## src/rtl/sap1_pkg.sv

```systemverilog
// rtl/sap1_pkg.sv - SAP-1 shared opcodes, control-word bit map and constants
package sap1_pkg;

    typedef enum logic [3:0] {
        OP_LDA = 4'b0000,
        OP_ADD = 4'b0001,
        OP_SUB = 4'b0010,
        OP_OUT = 4'b1110,
        OP_HLT = 4'b1111
    } opcode_e;

    localparam int CON_CP   = 11;
    localparam int CON_EP   = 10;
    localparam int CON_LM_N = 9;
    localparam int CON_CE_N = 8;
    localparam int CON_LI_N = 7;
    localparam int CON_EI_N = 6;
    localparam int CON_LA_N = 5;
    localparam int CON_EA   = 4;
    localparam int CON_SU   = 3;
    localparam int CON_EU   = 2;
    localparam int CON_LB_N = 1;
    localparam int CON_LO_N = 0;

    localparam logic [11:0] CON_NOP    = 12'h3E3;
    localparam logic [11:0] CON_T1     = 12'h5E3;
    localparam logic [11:0] CON_T2     = 12'hBE3;
    localparam logic [11:0] CON_T3     = 12'h263;
    localparam logic [11:0] CON_ADDR   = 12'h1A3;
    localparam logic [11:0] CON_LDA_T5 = 12'h2C3;
    localparam logic [11:0] CON_ALU_T5 = 12'h2E1;
    localparam logic [11:0] CON_ADD_T6 = 12'h3C7;
    localparam logic [11:0] CON_SUB_T6 = 12'h3CF;
    localparam logic [11:0] CON_OUT_T4 = 12'h3F2;

    localparam logic [5:0] TS_T1 = 6'b000001;
    localparam logic [5:0] TS_T2 = 6'b000010;
    localparam logic [5:0] TS_T3 = 6'b000100;
    localparam logic [5:0] TS_T4 = 6'b001000;
    localparam logic [5:0] TS_T5 = 6'b010000;
    localparam logic [5:0] TS_T6 = 6'b100000;

    function automatic logic is_one_hot(input logic [5:0] v);
        return (v != 6'd0) && ((v & (v - 6'd1)) == 6'd0);
    endfunction

endpackage

```

## src/rtl/ring_counter.sv

```systemverilog
// rtl/ring_counter.sv - 6-bit one-hot T-state ring with hold and self-recovery
module ring_counter
    import sap1_pkg::*;
(
    input  logic       clk,
    input  logic       clr,
    input  logic       hold,
    output logic [5:0] q
);

    always_ff @(posedge clk) begin
        if (clr) begin
            q <= TS_T1;
        end else if (!is_one_hot(q)) begin
            q <= TS_T1;
        end else if (!hold) begin
            q <= {q[4:0], q[5]};
        end
    end

endmodule

```

## src/rtl/controller_sequencer.sv

```systemverilog
// rtl/controller_sequencer.sv - SAP-1 controller: T-state ring plus combinational control-word decode
module controller_sequencer
    import sap1_pkg::*;
#(
    parameter int OPCODE_WIDTH = 4,
    parameter int CON_WIDTH    = 12
) (
    input  logic                    CLK_n,
    input  logic                    CLR,
    input  logic [OPCODE_WIDTH-1:0] opcode,
    output logic [CON_WIDTH-1:0]    con,
    output logic [5:0]              t_state,
    output logic                    HLT
);

    logic        halt_flag;
    logic        hlt_decode;
    logic [11:0] con_word;

    assign hlt_decode = !halt_flag && (t_state == TS_T4)
                        && (opcode == OPCODE_WIDTH'(OP_HLT));

    // The ring must not leave T4 on the edge that latches the halt flag.
    ring_counter u_ring (
        .clk  (CLK_n),
        .clr  (CLR),
        .hold (halt_flag | hlt_decode),
        .q    (t_state)
    );

    always_ff @(posedge CLK_n) begin
        if (CLR) begin
            halt_flag <= 1'b0;
        end else if (hlt_decode) begin
            halt_flag <= 1'b1;
        end
    end

    assign HLT = !CLR && (halt_flag || hlt_decode);

    always_comb begin
        con_word = CON_NOP;
        if (!CLR && !halt_flag) begin
            case (t_state)
                TS_T1: con_word = CON_T1;
                TS_T2: con_word = CON_T2;
                TS_T3: con_word = CON_T3;
                TS_T4: begin
                    case (opcode)
                        OPCODE_WIDTH'(OP_LDA),
                        OPCODE_WIDTH'(OP_ADD),
                        OPCODE_WIDTH'(OP_SUB): con_word = CON_ADDR;
                        OPCODE_WIDTH'(OP_OUT): con_word = CON_OUT_T4;
                        default:               con_word = CON_NOP;
                    endcase
                end
                TS_T5: begin
                    case (opcode)
                        OPCODE_WIDTH'(OP_LDA): con_word = CON_LDA_T5;
                        OPCODE_WIDTH'(OP_ADD),
                        OPCODE_WIDTH'(OP_SUB): con_word = CON_ALU_T5;
                        default:               con_word = CON_NOP;
                    endcase
                end
                TS_T6: begin
                    case (opcode)
                        OPCODE_WIDTH'(OP_ADD): con_word = CON_ADD_T6;
                        OPCODE_WIDTH'(OP_SUB): con_word = CON_SUB_T6;
                        default:               con_word = CON_NOP;
                    endcase
                end
                default: con_word = CON_NOP;
            endcase
        end
    end

    assign con = CON_WIDTH'(con_word);

endmodule
```

## config.mk

```make
export PLATFORM = sky130hd
export DESIGN_NAME = controller_sequencer
export DESIGN_NICKNAME = d
export VERILOG_FILES = /design/src/rtl/sap1_pkg.sv /design/src/rtl/ring_counter.sv /design/src/rtl/controller_sequencer.sv
export SDC_FILE = /design/constraint.sdc
export NUM_CORES = 1
export LEC_CHECK = 0
export ABC_AREA = 1
export CAP_MARGIN = 20
export CORE_MARGIN = 2
export CORE_UTILIZATION = 40
export DETAILED_ROUTE_END_ITERATION = 6
export GPL_TIMING_DRIVEN = 0
export PLACE_DENSITY = 0.77
export SYNTH_ARGS = -nofsm -noshare
export SYNTH_HDL_FRONTEND = slang
export SYNTH_HIERARCHICAL = 1
export SYNTH_SLANG_ARGS = --single-unit
```

## constraint.sdc

```tcl
create_clock -name CLK_n -period 1.44 [get_ports CLK_n]
set_clock_uncertainty 0.15 [all_clocks]
set_input_delay 0.216 -clock CLK_n [delete_from_list [all_inputs] [get_ports CLK_n]]
set_output_delay 0.216 -clock CLK_n [all_outputs]
set_load 0.03 [all_outputs]
```

# Word-level counts from Yosys, hierarchy flattened
# Cells that the tools add are included.
[totals]
register_bits = 7
in_bits = 6
[op_classes]
reduce_logical = 14
eq_ne = 10
n_mux = 5
bitwise = 3
n_addsub = 1
[op_table]
columns = ["op", "n"]
rows = [
  ["12-bit one-hot mux with 6 select lines", 1],
  ["10-bit one-hot mux with 2 select lines", 1],
  ["9-bit one-hot mux with 2 select lines", 1],
  ["12-bit two-way mux", 1],
  ["6-bit one-hot mux with 2 select lines", 1],
  ["4-bit equality test (second input constant)", 2],
  ["6-bit AND", 1],
  ["6-bit by 1-bit equality test with 1-bit output (second input constant)", 1],
  ["6-bit by 2-bit equality test with 1-bit output (second input constant)", 1],
  ["6-bit by 3-bit equality test with 1-bit output (second input constant)", 1],
  ["6-bit by 4-bit equality test with 1-bit output (second input constant)", 1],
  ["6-bit by 5-bit equality test with 1-bit output (second input constant)", 1],
  ["6-bit equality test (second input constant)", 1],
  ["6-bit zero test", 1],
  ["6-bit nonzero test", 1],
  ["6-bit by 1-bit subtractor with 6-bit output (second input constant)", 1],
  ["1-bit logical AND", 5],
  ["4-bit by 1-bit equality test with 1-bit output (second input constant)", 1],
  ["4-bit by 2-bit equality test with 1-bit output (second input constant)", 1],
  ["4-bit zero test", 1],
  ["2-bit OR reduction", 2],
  ["3-bit OR reduction", 1],
  ["1-bit zero test", 2],
  ["1-bit logical OR", 1],
  ["2 further kinds", 2],
]

# Logic depth before layout (Yosys ltp)
[depth]
word_depth = 6
depth_mapped = 10

# Cells and area by module
# The synthesis kept the hierarchy.
[by_module_without_submodules]
columns = ["module", "area_per_inst_um2", "seq_area_each_um2", "cells_each", "n_inst"]
rows = [
  ["controller_sequencer", 399.1, 20.0, 79, 1],
  ["ring_counter", 319.1, 120.1, 48, 1],
]

# Least setup slack after synthesis
# Ideal clock, no wire load.
[synth_path]
path_kind = "flip-flop to output port"
start = "reg u_ring.q[5]"
end = "out con[3]"
required_time_ps = 1074
arrival_ps = 1804
stages_incl_launch_ff = 5
path_slack_ps = -730
n_path_buf = 0
cell_sequence = "dfxtp_1 inv_1 nor2_1 nand3_2 nor4_1"
[synth_via]
elab_chain_len = 3
[synth_lines]
columns = ["element", "line", "source"]
rows = [
  ["from (decl)", "ring_counter.sv:8", "output logic [5:0] q"],
  ["from (signal assigned)", "ring_counter.sv:17", "q <= {q[4:0], q[5]};"],
  ["6-bit equality test, or another cell as far along", "controller_sequencer.sv:44", "case (t_state)"],
  ["12-bit one-hot mux with 6 select lines *", "controller_sequencer.sv:44", ""],
  ["12-bit two-way mux *", "controller_sequencer.sv:43", "if (!CLR && !halt_flag) begin"],
  ["to (decl)", "controller_sequencer.sv:11", "output logic [CON_WIDTH-1:0] con,"],
]
# Mark *: on every way between the ends. The rest lies on a longest branch, timed or not.

# Worst setup path after layout
[layout_path]
start = "reg u_ring.q[1]"
end = "out con[1]"
# The elaborated chain is that of the path after synthesis.

==> run metrics <==
Post-DP HPWL roughly 1500 um; power per cell area between 1500 and 2000 nW/um2; antenna violations before repair 0; Detailed Routing Iterations Pass 1 4; synthesis-to-layout area growth 87.8%; Worst Hold Class in -> reg; vias in the first global route between 800 and 900; row count 15; switching portion of total power 53.3%; FMAX 0.523 GHz; Lkg Pwr 0.000642 uW; internal power between 900 and 1000 uW; RSZ-0062 raised after global routing true; Setup crit start kind register; core box area between 1500 and 2000 um2; post-DR wirelength/cell 11.2 um; Syn Nets about 130; Sink Count 7; Crit Path Max Fanout 6; maximum buffer depth of the clock tree 2; CTS tree yes; Syn Inst Count approximately 130; Mapped Area 718 um2; fin worst setup slack -0.471 ns; largest net degree at the start of global routing 9; PnR Total Power about 2000 uW; vias between 900 and 1000; Congestion Overflow GR 0; Post-CTS Hold Fix Bufs 0; Seq/Total Area, Yosys around a fifth; first-pass GRT wire length 3470 um; final hold violation count 0; count of warnings emitted by yosys 6; CTS clk-pin slew, worst paths 0.06 ns; die area around 2200 um2; WL final roughly 2200 um; dominant cell type by area after synthesis dfxtp_1; CP Capture Type output port; final period utilization 133%; htree depth 1; Vias/cell ~4.9; synth top area cells dfxtp_1 20%, nor2_1 16%, nand2_1 11%; share of layout cells above drive strength 1 a little over half; Slew Viols, Final 0; Final ANT Viol Nets 0; Placer Congestion ~0.86; Synth Area per Inst 5.66 um2; fin cells between 150 and 200; CTS buffer count 3; Clock Latency Late Sink 0.26 ns; Detailed Route Iter0 Violations 25; DIE HEIGHT 46.4 um; Nets 180; status finished, violations left; post-placement cell area 1110 um2; Setup WS pre-CTS -1.19 ns; port buffer count 24; synthesis-stage register bit count 7; failing checks setup timing; Post-Layout Inst Area approximately 1300 um2; relative slew slack about four fifths; DR DRC count 0; Die Wd ~46 um; placed insts roughly 180; Diodes inserted 0; sequential fraction of design power 16.9%; Critical Path RT 1.07 ns; # setup viols final 19; gr usage total a little over a fifth; kind of critical path reg -> out; clock network power share 9.2%; I/O Pins 25; combinational power share between 70% and 80%; net switching power 1090 uW; Yosys top cell area share 19.5%; final worst path period need between 1.5 and 2 ns; count of cell types in the netlist 20; worst endpoint data arrival time 1.54 ns; Max VDD drop ~1.1 mV; total of max-cap violations 0; Tightest Pin Transition roughly 0.31 ns; root buffer cell clkbuf_4; Initial Util a little over two fifths
routing by layer:
metal	vias to the layer above	wire length, um	track usage [%]
li1	494	-	-
met1	439	916	27.0
met2	37	1140	37.8
met3	9	107	3.14
met4	0	56	9.14
met5	-	0	0
synth_stat cells, drive strengths merged:
cell type and instances:
nor2 39, buf 1, nand3b 1, nor4 1, a21oi 8, nor3b 1, and3 1, nand2 23
dfxtp 7, o21ai 3, inv 23, nand4 6, nand3 13
through the flow:
| stage | hold slack, ns | utilization, % | TNS [ns] |
|---|---|---|---|
| 6_report | 0.273 | 79.0 | -7.03 |
| 3_3_place_gp | 0.375 | 65.1 | -14.84 |
| 3_5_place_dp | 0.407 | 65.1 | -15.27 |
| 4_1_cts | 0.277 | 74.9 | -5.92 |
| 5_1_grt | 0.309 | 79.0 | -8.52 |
| 2_1_floorplan | 0.135 | - | -1.80 |
repair_timing:
item	4_1_cts	5_1_grt
endpoints found under the setup margin	25	25
endpoints found under the hold margin	0	0
buffers inserted	12	5
pin swaps	10	11
cloned	1	0
resized for setup	119	17
placed cells by master, fill, tap and decap left out, types with 2 or more instances in the layout:
cell type      instances
nand3_4                3
a21oi_2                3
nand3_1                6
nand3_2                4
inv_2                  4
a21oi_1                4
clkbuf_4               3
nor2_4                 8
inv_1                 17
nand2_2                3
inv_4                  2
nand2_4                3
dfxtp_4                6
buf_2                  2
dlygate4sd2_1          6
buf_4                 18
nand2_1               17
buf_6                 13
nor2_2                 9
nor2_1                22
clkbuf_2               2
nand4_1                5
area by class of cell:
| cell class | count | area, um2 |
|---|---|---|
| multi-input combinational | 96 | 662 |
| clock buffer | 4 | 26.3 |
| fill | 122 | 359 |
| tap | 25 | 31.3 |
| sequential | 7 | 163 |
| timing repair buffer | 42 | 364 |
| inverter | 23 | 91.3 |
| buffer | 1 | 11.3 |
state kept, by name (all words and copies together), names as in the netlist:
name	count
halt_flag	1
u_ring/q	6
critical path, cell delays in order, from the launching register on:
cell and delay (ns):
dfxtp_4 0.37, nor2_4 0.24, nand3_2 0.16, nand2_2 0.11, nor2_2 0.04, nand2_2 0.09
nand4_1 0.11, buf_6 0.17
power by group through the flow:
stage               sequential (uW)  combinational, uW  clock [uW]
global placement                365               1190           0
finish                          345               1510         188
CTS                             342               1390         191
floorplan                       427                764           0
global route                    352               1610         198
detailed placement              370               1200           0
cell families (layout without fill, tap and decap cells):
kind of cell | count (synthesis) | count (layout) | synth area share, %
simple gates | 85 | 85 | 60.1
flops | 7 | 7 | 19.5
buf+inv | 24 | 70 | 12.7
compound gates | 11 | 11 | 7.67
path summary, 6_finish.rpt:
path                                  from                       end  slack (ns)  depth (start not counted)
hold / removal                         CLR    halt_flag$_SDFFE_PP0P_        0.27                          2
hold reg to reg   u_ring/q[4]$_SDFFE_PP0N_  u_ring/q[4]$_SDFFE_PP0N_        0.43                          2
setup / recovery  u_ring/q[1]$_SDFFE_PP0N_                    con[1]       -0.47                          7
setup reg to reg  u_ring/q[1]$_SDFFE_PP0N_  u_ring/q[0]$_SDFFE_PP1N_       -0.34                         10
Power figures use the tool's default switching activity.
==> variant 1, RTL diff (config.mk and constraints unchanged) <==
Register the outputs `con` and `HLT`, without a reset; this adds one clock of latency there. The other outputs are not delayed to match.
--- a/src/rtl/controller_sequencer.sv
+++ b/src/rtl/controller_sequencer.sv
@@ -36,7 +36,10 @@
         end
     end
 
-    assign HLT = !CLR && (halt_flag || hlt_decode);
+    always_ff @(posedge CLK_n) begin
+        con <= CON_WIDTH'(con_word);
+        HLT <= !CLR && (halt_flag || hlt_decode);
+    end
 
     always_comb begin
         con_word = CON_NOP;
@@ -74,6 +77,5 @@
         end
     end
 
-    assign con = CON_WIDTH'(con_word);
 
 endmodule
Behaviour: not the same (Yosys sat finds a counterexample within 4 cycles, from zero or initial values).
==> variant 1 against the original RTL <==
- the flow still finishes with violations (negative setup slack)
- routed wire length up 37%
- sequential cell count up 13
- total power up 33%
- area after synthesis up 48%
- fmax up 17%
- non-clock buffer count up 5
- worst setup slack better by 0.28 ns
- first-iteration DRC count up 52%
- design area up 21%
- combinational power up 7%
==> variant 1: results <==
group,metric,value,unit
yosys,ys.flop_type,"dfxtp_1",
drt,final_antenna_net_count,0,
timing,finalSetupViolations,15,
global_route,grt_pass1_vias,1102,
outcome,violations,"negative setup slack",
drt,first_iter_violations,38,
pwr,p_leak,0.782,nW
place,hpwl,1730,µm
global_route,grt_start_max_net_pins,12,
cells_and_area,final_nets,213,
timing,hold_viol_final,0,
drt,vias_per_cell,5.03,
timing,fin_setup_tns,-1.70,ns
yosys,synth-async-reset-ratio,0,
drt,routed_wl,3040,µm
critical_path,cp_max_fo,5,
place,portBuffers,24,
yosys,netlist_top_cells_count,"nand2_1 (33), nor2_1 (31), inv_1 (22)",
cells_and_area,drive_gt1_frac,0.427,
clock_network,root_buffer,"clkbuf_4",
global_route,gr-usage-all-layers,0.183,
yosys,synth.distinct_cells,22,
yosys,seq_area_frac_synth,0.376,
place,finalWeightedCongestion,0.849,
yosys,syn_inst,155,
clock_network,cts_buffer_depth,2,
critical_path,cp_data_arrival_time,1.69,ns
timing,setup_ws,-0.190,ns
outcome,run_status,"finished, violations left",
clock_network,cts_buffers,3,
global_route,grt_pass1_wl,4590,µm
global_route,antenna_found_initial,0,
yosys,syn_nets,161,
clock_network,h-tree-depth,1,
timing,slew_headroom,0.793,
pwr,irDropWorstVdd,0.00123,V
hold_path,hold_path_class,"primary input to flop",
clock_network,clk_pin_slew,0.11,ns
cells_and_area,largestRegisters,"con: 12 flops, u_ring/q: 6 flops",
yosys,yosysWarningCount,6,
cells_and_area,n_antenna_cell,0,
clock_network,insertion_delay,0.32,ns
drt,first_pass_iters,4,
yosys,synthTopCellsByArea,"dfxtp_1 (38%), nand2_1 (12%), nor2_1 (11%)",
drt,vias,1186,
-- variant 1: cell types whose count changed after synthesis, sizes merged --
| cell | before | now |
|---|---|---|
| a21oi | 8 | 9 |
| o21ai | 3 | 4 |
| nor3 | 0 | 2 |
| nor2 | 39 | 40 |
| and3 | 1 | 0 |
| nor4 | 1 | 0 |
| inv | 23 | 26 |
| or2 | 0 | 1 |
| nand2 | 23 | 38 |
| dfxtp | 7 | 20 |
| nand3 | 13 | 8 |
| nand4 | 6 | 5 |
| nor3b | 1 | 0 |
-- variant 1: final cells by class --
class / instances / area [µm²]
Tap cell: 30 / 37.5
Clock buffer: 4 / 36.3
Sequential cell: 20 / 423
Multi-Input combinational cell: 108 / 644
Inverter: 26 / 97.6
Buffer: 1 / 11.3
Fill cell: 214 / 871
Timing Repair Buffer: 47 / 379
-- variant 1: worst paths after layout --
check                      startpoint                        to  slack (ns)  cells after the start
max          u_ring/q[5]$_SDFFE_PP0N_  u_ring/q[1]$_SDFFE_PP0N_       -0.19                      9
min                               CLR               HLT$_DFF_P_        0.39                      2
max reg2reg  u_ring/q[5]$_SDFFE_PP0N_  u_ring/q[1]$_SDFFE_PP0N_       -0.19                      9
min reg2reg    halt_flag$_SDFFE_PP0P_               HLT$_DFF_P_        0.39                      2
-- variant 1: what timing repair did --
action / CTS / global route
gates cloned: 1 / 0
endpoints found under the setup margin: 25 / 20
setup buffers: 17 / 5
resized for setup: 43 / 23
pin swaps: 11 / 11
-- variant 1: cell families after synthesis --
kind of cell    after synthesis  synth area share
simple gates                 95             0.438
flops                        20             0.376
compound gates               13            0.0894
buf+inv                      27            0.0965
-- variant 1: layer usage --
| layer | vias up | track usage | part of all wire |
|---|---|---|---|
| li1 | 579 | - | - |
| met1 | 550 | 0.189 | 0.34 |
| met2 | 48 | 0.367 | 0.56 |
| met3 | 9 | 0.0281 | 0.066 |
| met4 | 0 | 0.0592 | 0.034 |
| met5 | - | 0 | 0 |
-- variant 1: critical path: stages (launching register included) --
cell and delay, ns:
dfxtp_4 0.38, nor2_4 0.13, nand3_4 0.09, inv_2 0.08, nand4_1 0.18, nand2_2 0.17
buf_6 0.14, nor2_2 0.04, a21oi_1 0.11, nor2_1 0.05
-- variant 1: where the power goes --
group          internal (mW)  total (mW)  switching (mW)
clock                  0.155       0.330           0.176
sequential             0.703       0.781          0.0775
combinational          0.612        1.61           0.993
total                   1.47        2.72            1.25
-- variant 1: through the flow --
step	area, µm²	utilization	hold slack, ns	setup slack [ns]
finish	1630	0.652	0.385	-0.190
global route	1630	0.652	0.367	-0.285
CTS	1550	0.619	0.374	-0.136
detailed placement	1370	0.547	0.340	-0.416
global placement	1370	0.547	0.335	-0.380
floorplan	1090	-	0.135	-0.137
==> variant 2, RTL diff (same flow settings) <==
Without the edit above. The parameter `OPCODE_WIDTH` goes from 4 to 3.
--- a/src/rtl/controller_sequencer.sv
+++ b/src/rtl/controller_sequencer.sv
@@ -2,7 +2,7 @@
 module controller_sequencer
     import sap1_pkg::*;
 #(
-    parameter int OPCODE_WIDTH = 4,
+    parameter int OPCODE_WIDTH = 3,
     parameter int CON_WIDTH    = 12
 ) (
     input  logic                    CLK_n,
Interface: changed (resized opcode); port bits go from 25 to 24. The function was not compared with the original's and may differ.
==> variant 2 against the original RTL <==
- the run still ends with negative setup slack left
- total power decreased by 9.0%
- area after synthesis is the same
- cell count decreased by 5.1%
- worst setup slack improved by 0.086 ns
- combinational power fell by 13%
- die area is the same
- routed wire length is 5.3% higher
- sequential cell count unchanged
- design area shrank 3.8%
- count of clock-buffer cells in the layout unchanged
- critical path type unchanged
- critical endpoint unchanged
- highest routed layer unchanged
==> variant 2: results <==
group,metric,value,unit
timing,finalSetupViolations,19,
place,hpwl,1500,µm
yosys,seq_area_frac_synth,0.195,
yosys,netlist_top_cells_count,"nand2_1 (24), nor2_1 (24), inv_1 (20)",
outcome,run_status,"finished, violations left",
place,portBuffers,23,
timing,fin_setup_tns,-5.66,ns
clock_network,cts_buffers,3,
hold_path,hold_path_class,"primary input to flop",
yosys,synth-async-reset-ratio,0,
timing,setup_ws,-0.385,ns
global_route,grt_pass1_wl,3390,µm
timing,slew_headroom,0.795,
global_route,overflow,0,
critical_path,worst-r2r-setup-slack,-0.35,ns
yosys,synthTopCellsByArea,"dfxtp_1 (20%), nand2_1 (13%), nor2_1 (13%)",
clock_network,insertion_delay,0.25,ns
outcome,violations,"negative setup slack",
hold_path,worstHoldStart,"CLR",
clock_network,root_buffer,"clkbuf_4",
timing,whs,0.285,ns
clock_network,h-tree-depth,1,
place,placed_cell_area,1070,µm²
place,finalWeightedCongestion,0.883,
global_route,grt_start_max_net_pins,9,
global_route,grt_pass1_vias,813,
cells_and_area,drive_gt1_frac,0.558,
floorplan,row_count,15,
clock_network,cts_buffer_depth,2,
cells_and_area,fill_cells,139,
critical_path,cp_data_arrival_time,1.46,ns
drt,first_pass_iters,4,
cells_and_area,largestRegisters,"u_ring/q: 6 flops, halt_flag: 1 flops",
drt,wl_per_cell,12.4,µm
yosys,yosysWarningCount,6,
cells_and_area,n_antenna_cell,0,
cells_and_area,final_util,0.760,
drt,vias_per_cell,4.94,
yosys,ys.flop_type,"dfxtp_1",
yosys,syn_nets,130,
critical_path,regToRegStartpoint,"u_ring/q[1]$_SDFFE_PP0N_",
critical_path,cp_max_fo,5,
clock_network,clk_pin_slew,0.05,ns
global_route,antenna_found_initial,0,
critical_path,crit_type,"flop to output port",
pwr,p_leak,0.560,nW
yosys,synth.distinct_cells,21,
global_route,gr-usage-all-layers,0.220,
cells_and_area,final_nets,169,
pwr,irDropWorstVdd,0.00100,V
drt,first_iter_violations,12,
==> variant 2: what timing repair did <==
action | 4_1_cts | 5_1_grt
pin swaps | 15 | 9
endpoints found under the setup margin | 25 | 25
gates resized for setup | 114 | 28
setup buffers | 8 | 2
cloned | 1 | 0
==> variant 2: layer usage <==
metal | part of all wire | track usage
met1 | 0.39 | 0.240
met3 | 0.034 | 0.0275
met4 | 0.013 | 0.114
met5 | 0 | 0
met2 | 0.56 | 0.406
==> variant 2: cell type report <==
cell class / instances / share of cell area
sequential: 7 / 0.125
inverter: 25 / 0.0723
multi-input combinational: 92 / 0.515
tap: 25 / 0.0241
buffer: 1 / 0.00868
timing repair buffer: 34 / 0.234
clock buffer: 4 / 0.0203
==> variant 2: kinds of logic after synthesis <==
logic type	share of synthesized area
compound gates	0.103
buf+inv	0.138
flops	0.195
simple gates	0.564
==> variant 2: final timing paths <==
path                                    to  cells after the start
hold reg to reg   u_ring/q[2]$_SDFFE_PP0N_                      2
setup reg to reg  u_ring/q[0]$_SDFFE_PP1N_                     10
hold / removal      halt_flag$_SDFFE_PP0P_                      2
setup / recovery                    con[1]                      9
==> variant 2: critical path: stages, from the launching register on <==
cell and delay [ns]:
dfxtp_4 0.36, nor2_4 0.16, nand2_4 0.10, a21oi_4 0.14
inv_2 0.06, nand2_2 0.07, nand2_2 0.05, inv_2 0.07
nand2_2 0.05, buf_6 0.13
==> variant 2: power by group <==
| group | switching (mW) | internal, mW | leakage (nW) |
|---|---|---|---|
| Combinational | 0.819 | 0.505 | 0.484 |
| Clock | 0.0724 | 0.106 | 0.0150 |
| Sequential | 0.0959 | 0.257 | 0.0610 |
| Total | 0.987 | 0.868 | 0.560 |
==> variant 2: through the flow <==
stage | setup WS, ns | instances
global route | -0.476 | 188
global placement | -1.03 | 173
finish | -0.385 | 188
CTS | -0.385 | 186
detailed placement | -1.06 | 173
floorplan | -0.138 | 125
